File: config.mk
export PLATFORM = sky130hd
export DESIGN_NAME = miriscv_lsu
export DESIGN_NICKNAME = d
export VERILOG_FILES = /design/src/rtl/miriscv_lsu.sv
export SDC_FILE = /design/constraint.sdc
export NUM_CORES = 1
export LEC_CHECK = 0
export BUFFER_PORTS_ARGS = -buffer_cell sky130_fd_sc_hd__clkbuf_2
export CAP_MARGIN = 10
export CORE_MARGIN = 1
export CORE_UTILIZATION = 52
export DETAILED_ROUTE_END_ITERATION = 16
export PLACE_DENSITY = 0.89
export SLEW_MARGIN = 15
export SYNTH_ARGS = -nofsm -noshare
export SYNTH_HDL_FRONTEND = slang
export SYNTH_SLANG_ARGS = --single-unit
File: constraint.sdc
create_clock -name clk_i -period 5.5 [get_ports clk_i]
set_input_delay 1.1 -clock clk_i [delete_from_list [all_inputs] [get_ports clk_i]]
set_output_delay 1.1 -clock clk_i [all_outputs]
set_load 0.02 [all_outputs]
File: src/rtl/miriscv_lsu.sv
// Load/store unit: turns one core memory instruction into a single request/grant/rvalid
// transaction, with lane steering for stores and sign/zero extension for loads.
module miriscv_lsu (
    input  logic        clk_i,
    input  logic        arstn_i,

    input  logic        lsu_req_i,
    input  logic        lsu_we_i,
    input  logic [2:0]  lsu_size_i,
    input  logic [31:0] lsu_addr_i,
    input  logic [31:0] lsu_data_i,
    output logic [31:0] lsu_data_o,
    output logic        lsu_stall_req_o,
    output logic        lsu_err_o,

    output logic        data_req_o,
    output logic        data_we_o,
    output logic [3:0]  data_be_o,
    output logic [31:0] data_addr_o,
    output logic [31:0] data_wdata_o,
    input  logic        data_gnt_i,
    input  logic        data_rvalid_i,
    input  logic [31:0] data_rdata_i
);

    localparam logic [2:0] LDST_B  = 3'd0;
    localparam logic [2:0] LDST_H  = 3'd1;
    localparam logic [2:0] LDST_W  = 3'd2;
    localparam logic [2:0] LDST_BU = 3'd4;
    localparam logic [2:0] LDST_HU = 3'd5;

    typedef enum logic [1:0] {IDLE, REQ, WAIT, DONE} state_t;

    state_t      state_q, state_d;
    logic        data_req_q, data_req_d;
    logic        data_we_q, data_we_d;
    logic [3:0]  data_be_q, data_be_d;
    logic [31:0] data_addr_q, data_addr_d;
    logic [31:0] data_wdata_q, data_wdata_d;
    logic [31:0] lsu_data_q, lsu_data_d;
    logic        lsu_err_q, lsu_err_d;
    logic [2:0]  size_q, size_d;
    logic [1:0]  off_q, off_d;

    logic        size_legal;
    logic        misaligned;
    logic [3:0]  be_c;
    logic [31:0] wdata_c;

    // Picks the addressed byte/half out of the returned word and extends it.
    function automatic logic [31:0] extract(input logic [2:0]  size,
                                            input logic [1:0]  off,
                                            input logic [31:0] rdata);
        logic [31:0] shifted;
        logic [7:0]  b;
        logic [15:0] h;
        shifted = rdata >> {off, 3'b000};
        b       = shifted[7:0];
        h       = off[1] ? rdata[31:16] : rdata[15:0];
        case (size)
            LDST_B:  extract = {{24{b[7]}}, b};
            LDST_BU: extract = {24'h0, b};
            LDST_H:  extract = {{16{h[15]}}, h};
            LDST_HU: extract = {16'h0, h};
            default: extract = rdata;
        endcase
    endfunction

    always_comb begin
        size_legal = 1'b0;
        misaligned = 1'b0;
        be_c       = 4'b0000;
        wdata_c    = 32'h0;
        case (lsu_size_i)
            LDST_B, LDST_BU: begin
                size_legal = 1'b1;
                be_c       = 4'b0001 << lsu_addr_i[1:0];
                wdata_c    = {4{lsu_data_i[7:0]}};
            end
            LDST_H, LDST_HU: begin
                size_legal = 1'b1;
                misaligned = lsu_addr_i[0];
                be_c       = lsu_addr_i[1] ? 4'b1100 : 4'b0011;
                wdata_c    = {2{lsu_data_i[15:0]}};
            end
            LDST_W: begin
                size_legal = 1'b1;
                misaligned = (lsu_addr_i[1:0] != 2'b00);
                be_c       = 4'b1111;
                wdata_c    = lsu_data_i;
            end
            default: ;
        endcase
    end

    // NOTE: every signal driven here gets a default first, so no path can infer a latch.
    always_comb begin
        state_d      = state_q;
        data_req_d   = data_req_q;
        data_we_d    = data_we_q;
        data_be_d    = data_be_q;
        data_addr_d  = data_addr_q;
        data_wdata_d = data_wdata_q;
        lsu_data_d   = lsu_data_q;
        lsu_err_d    = 1'b0;
        size_d       = size_q;
        off_d        = off_q;
        case (state_q)
            IDLE: begin
                if (lsu_req_i) begin
                    if (size_legal && !misaligned) begin
                        state_d      = REQ;
                        data_req_d   = 1'b1;
                        data_we_d    = lsu_we_i;
                        data_be_d    = be_c;
                        data_addr_d  = {lsu_addr_i[31:2], 2'b00};
                        data_wdata_d = wdata_c;
                        size_d       = lsu_size_i;
                        off_d        = lsu_addr_i[1:0];
                    end else begin
                        state_d   = DONE;
                        lsu_err_d = 1'b1;
                    end
                end
            end
            REQ: begin
                if (data_gnt_i) begin
                    data_req_d = 1'b0;
                    state_d    = WAIT;
                end
            end
            WAIT: begin
                if (data_rvalid_i) begin
                    state_d = DONE;
                    if (!data_we_q) lsu_data_d = extract(size_q, off_q, data_rdata_i);
                end
            end
            default: state_d = IDLE;
        endcase
    end

    // NOTE: state uses non-blocking assignments so every register samples pre-edge values.
    always_ff @(posedge clk_i or negedge arstn_i) begin
        if (!arstn_i) begin
            state_q      <= IDLE;
            data_req_q   <= 1'b0;
            data_we_q    <= 1'b0;
            data_be_q    <= 4'b0000;
            data_addr_q  <= 32'h0;
            data_wdata_q <= 32'h0;
            lsu_data_q   <= 32'h0;
            lsu_err_q    <= 1'b0;
            size_q       <= 3'd0;
            off_q        <= 2'd0;
        end else begin
            state_q      <= state_d;
            data_req_q   <= data_req_d;
            data_we_q    <= data_we_d;
            data_be_q    <= data_be_d;
            data_addr_q  <= data_addr_d;
            data_wdata_q <= data_wdata_d;
            lsu_data_q   <= lsu_data_d;
            lsu_err_q    <= lsu_err_d;
            size_q       <= size_d;
            off_q        <= off_d;
        end
    end

    assign lsu_stall_req_o = lsu_req_i && (state_q != DONE);
    assign lsu_data_o      = lsu_data_q;
    assign lsu_err_o       = lsu_err_q;
    assign data_req_o      = data_req_q;
    assign data_we_o       = data_we_q;
    assign data_be_o       = data_be_q;
    assign data_addr_o     = data_addr_q;
    assign data_wdata_o    = data_wdata_q;

endmodule

# Word level (Yosys, flattened, before mapping)
# Cells that the tools add are included.
op_classes:
  eq_ne: 14
  shift: 2
  n_mux: 19
  bitwise_logic: 1
  reduce_logical: 15
op_table:
  columns: ["op", "count"]
  rows:
  - ["$pmux 32 s4", 1]
  - ["$pmux 32 s3", 1]
  - ["$shr 32x5->8", 1]
  - ["$mux 16", 1]
  - ["$eq 3x3->1 const B", 4]
  - ["$pmux 4 s3", 1]
  - ["$ne 2x2->1 const B", 5]
  - ["$reduce_and 3->1", 3]
  - ["$mux 2", 4]
  - ["$mux 1", 7]
  - ["$eq 3x1->1 const B", 2]
  - ["$logic_not 3->1", 2]
  - ["$pmux 2 s3", 1]
  - ["$reduce_or 5->1", 1]
  - ["$mux 4", 1]
  - ["$pmux 1 s2", 2]
  - ["$reduce_and 4->1", 1]
  - ["$reduce_bool 2->1", 2]
  - ["$reduce_or 2->1", 2]
  - ["$shl 1x2->4 const A", 1]
  - ["$eq 3x2->1 const B", 1]
  - ["$eq 2x1->1 const B", 1]
  - ["$eq 2x2->1 const B", 1]
  - ["$logic_and 1x1->1", 2]
  - ["3 further kinds", 3]
totals:
  reg_bits: 108
  in_bits: 105
  elab_cells: 61

# Longest topological paths before layout
depth:
  depth_word: 8
  mapped_depth: 8
  mapped_depth_nobuf: 6

# Worst setup path before layout
# No wires, ideal clock.
synth_path:
  path_kind: "input port to output port"
  from: "input port lsu_req_i"
  to: "output port lsu_stall_req_o"
  arrival_time_ns: 1.427
  path_slack_ns: 2.973
  path_stages: 1
  path_buffers: 0
  cell_sequence: "nor2b_1"
synth_between:
  elab_chain_len: 1
synth_lines:
  columns: ["item", "line_no", "source"]
  rows:
  - ["start: declaration", "7", "input logic lsu_req_i,"]
  - ["$logic_and 1x1->1", "169", "assign lsu_stall_req_o = lsu_req_i && (state_q != DONE);"]
  - ["end: declaration", "13", "output logic lsu_stall_req_o,"]
# No other way between the ends.

# Worst setup path in the final report
# Same ends and word-level chain as after synthesis.

==> metrics.txt <==
DP Worst Slack=2.488 ns; sequential share of power=40.2%; final hold vios=0; CP top delay family=buffers and inverters; Core ar.=about 0.0094 sq mm; Syn. warnings=0; ys async rst share=100.0%; CP Max Fanout=5; path type of the worst min-delay path=flip-flop to flip-flop; total CTS buffers=9; CTS sink cnt=108; area delta synth->final=24.54%; peak supply drop=0.3226 mV; Mapped Cells=about 500; first-pass GRT wire length=21420 microns; Worst-Margin Slew=roughly 1.1 ns; Port Buffer Count=206; register area share after synthesis=52.73%; Pint=2.006 mW; HPWL Detailed=9866 microns; drt initial violations=158; # DRC=0; Worst Path Arrival=1.54 ns; Top FF cell, synth=dfrtp_1; worst skew pair latency=0.36 ns; Detailed Route WL=13160 microns; most used cell, CP=clkbuf_2; RSZ-0062 raised after global routing=no; Post-synth EDFFs=0; Worst EP required=~4.4 ns; CTS tree=done; final critical-path setup slack=2.859 ns; Pleak=3.214 nW; crit path capture type=output pin; Setup CP Type=input port to output pin; FF-to-FF Start=state_q[0]; FF+latch count, synth=108; Fillers=778; critical-path cell with the highest stage delay=clkbuf_2; routed vias=4428; Yosys cell types=41; buffer and inverter count on the worst path=2; GR Util All Layers=26.69%; synthesized area per cell=10.31 sq um; register clock-pin slew on the reported worst setup and hold paths=0.11 ns; ant diodes=0; antenna viol nets, final=0; Worst setup SP type=input port; Setup TNS=0 ns; CP peak stage delay=0.18 ns; CTS resizes=0; Worst Skew=0.01336 ns; Initial Util=54.69%; Slew Viols, Final=0; fin crit share=48.02%; router iterations before antenna repair=4; Critical Path, Cell by Cell=clkbuf_2 > nor2b_1 > clkbuf_2; initial antenna violation count=0; final setup fails=0; Post-CTS Hold Buffers=0; outcome=complete, no violations; Post-Syn Area=0.005125 sq mm; Die Ht=slightly above 100 microns; combinational power share=between 40% and 50%; fin crit period=2.641 ns; Die X=101.3 microns; Rows=35; net switching power=1.613 mW; critical hold path startpoint=data_wdata_o[29]; Clk network pwr share=14.3%; vias per cell=5.407; pin count of the biggest net entering global routing=62; ratio of cells with drive above 1 in the final layout=35.51%; PD cells=567.1 mW/mm^2; Die ar.=just over 0.01 sq mm; Routability Congestion=between 0.8 and 0.9; CP Launch Point=lsu_req_i; # IOs=209; Slew HR=28.65%; CTS H-tree lvls=3; maxcap violations=0; Fmax=about 380 MHz; GRT overflow=0; CTS max path bufs=2; Sw Share=44.57%; Fin Hold WS=0.4890 ns; Wirelength per Cell=16.07 microns; Root Buffer=clkbuf_8; fin nets=between 700 and 800; Post-CTS Setup Bufs=0; vias in the first global route=4527
[cell type report]
class                   count  area [sq um]  share of cell area, %
clock buffers               9         123.9                  1.941
clock inverters             7         90.09                  1.411
inverters                   7         26.28                 0.4117
multi-input cells         347          2200                  34.46
flip-flops and latches    108          2703                  42.34
well taps                 129         161.4                  2.529
repair buffers            212          1079                  16.90
[path summary, 6_finish.rpt]
check / depth (start not counted) / to / slack (ns)
max: 3 / lsu_stall_req_o / 2.86
min: 2 / data_wdata_o[29] / 0.49
max reg2reg: 5 / lsu_data_o[19] / 2.91
min reg2reg: 2 / data_wdata_o[29] / 0.49
max in group asynchronous: 2 / data_wdata_o[26] / 3.57
min in group asynchronous: 1 / lsu_data_o[22] / 0.79
[placed cells by master, fill, tap and decap left out, types with 8 or more instances in the layout]
cell type | Yosys | final
o21ai_0 | 47 | 47
dfrtp_1 | 108 | 108
mux2i_1 | 17 | 17
a21oi_1 | 61 | 61
nand2_1 | 73 | 73
mux2_2 | 8 | 8
nor2_1 | 29 | 29
clkbuf_8 | 0 | 9
clkbuf_2 | 0 | 205
nor2b_1 | 11 | 11
mux2_1 | 34 | 34
nand3b_1 | 11 | 11
[state kept, by name (all words and copies together), names as in the netlist]
| name | cells |
|---|---|
| data_be_o | 4 |
| lsu_data_o | 32 |
| data_wdata_o | 32 |
| data_we_o | 1 |
| data_req_o | 1 |
| off_q | 2 |
| state_q | 2 |
| data_addr_o | 30 |
| lsu_err_o | 1 |
| size_q | 3 |
[metrics by stage]
step           instances  utilization, %  cell area, sq um  power (mW)
6_report             819           68.10              6382       3.619
5_1_grt              819           68.10              6382       3.866
4_1_cts              819           68.10              6382       3.645
3_5_place_dp         803           65.82              6168       3.126
3_3_place_gp         803           65.82              6168       3.040
2_1_floorplan        498               -              5129       2.531
[Yosys cell counts (3+ instances only)]
cell	n	area, sq um
o21ai_0	47	235.2
ha_1	5	62.56
dfrtp_1	108	2703
buf_2	4	20.02
nand2_1	73	274.0
a21oi_2	3	26.28
nor4_1	4	25.02
a211o_1	7	61.31
nor2b_1	11	68.82
nor2_1	29	108.9
mux2_1	34	382.9
inv_1	7	26.28
mux2_2	8	90.09
nand3b_1	11	82.58
clkbuf_1	22	82.58
a21oi_1	61	305.3
a2bb2oi_1	6	52.55
buf_6	6	67.56
buf_4	4	30.03
mux2i_1	17	170.2
nor3_1	7	35.03
[layer usage]
layer / track usage (%) / vias up / wire [microns]
met4: 8.027 / 0 / 211
li1: - / 2102 / -
met5: 0 / - / 0
met3: 6.763 / 16 / 930
met1: 32.59 / 2119 / 5369
met2: 46.68 / 191 / 6647
[logic make-up (layout without fill, tap and decap cells)]
| family | Yosys count | count (layout) | synth area share [%] |
|---|---|---|---|
| AND/OR/NAND/NOR | 145 | 145 | 13.35 |
| buffers and inverters | 43 | 235 | 4.419 |
| AO/OA/AOI/OAI | 135 | 135 | 15.36 |
| multiplexers | 60 | 60 | 12.84 |
| other | 1 | 2 | 0.07317 |
| adder cells (fa/ha/maj) | 5 | 5 | 1.221 |
| flip-flops | 108 | 108 | 52.73 |
[power by group through the flow]
stage	sequential [mW]	clock (mW)	combinational, mW
after floorplan	1.83	0	0.701
after global placement	1.44	0	1.60
after detailed placement	1.47	0	1.66
after CTS	1.46	0.528	1.66
after global routing	1.51	0.555	1.80
final	1.46	0.516	1.65
[worst reg2reg max path, delay by kind of cell (launching register included)]
kind / cells / cell delay (ns)
buffers and inverters: 1 / 0.12
and+or+nand+nor: 1 / 0.50
DFF: 1 / 0.43
AOI/OAI and AO/OA: 2 / 1.16
adders and majority gates: 1 / 0.23
Power figures use the tool's default switching activity.
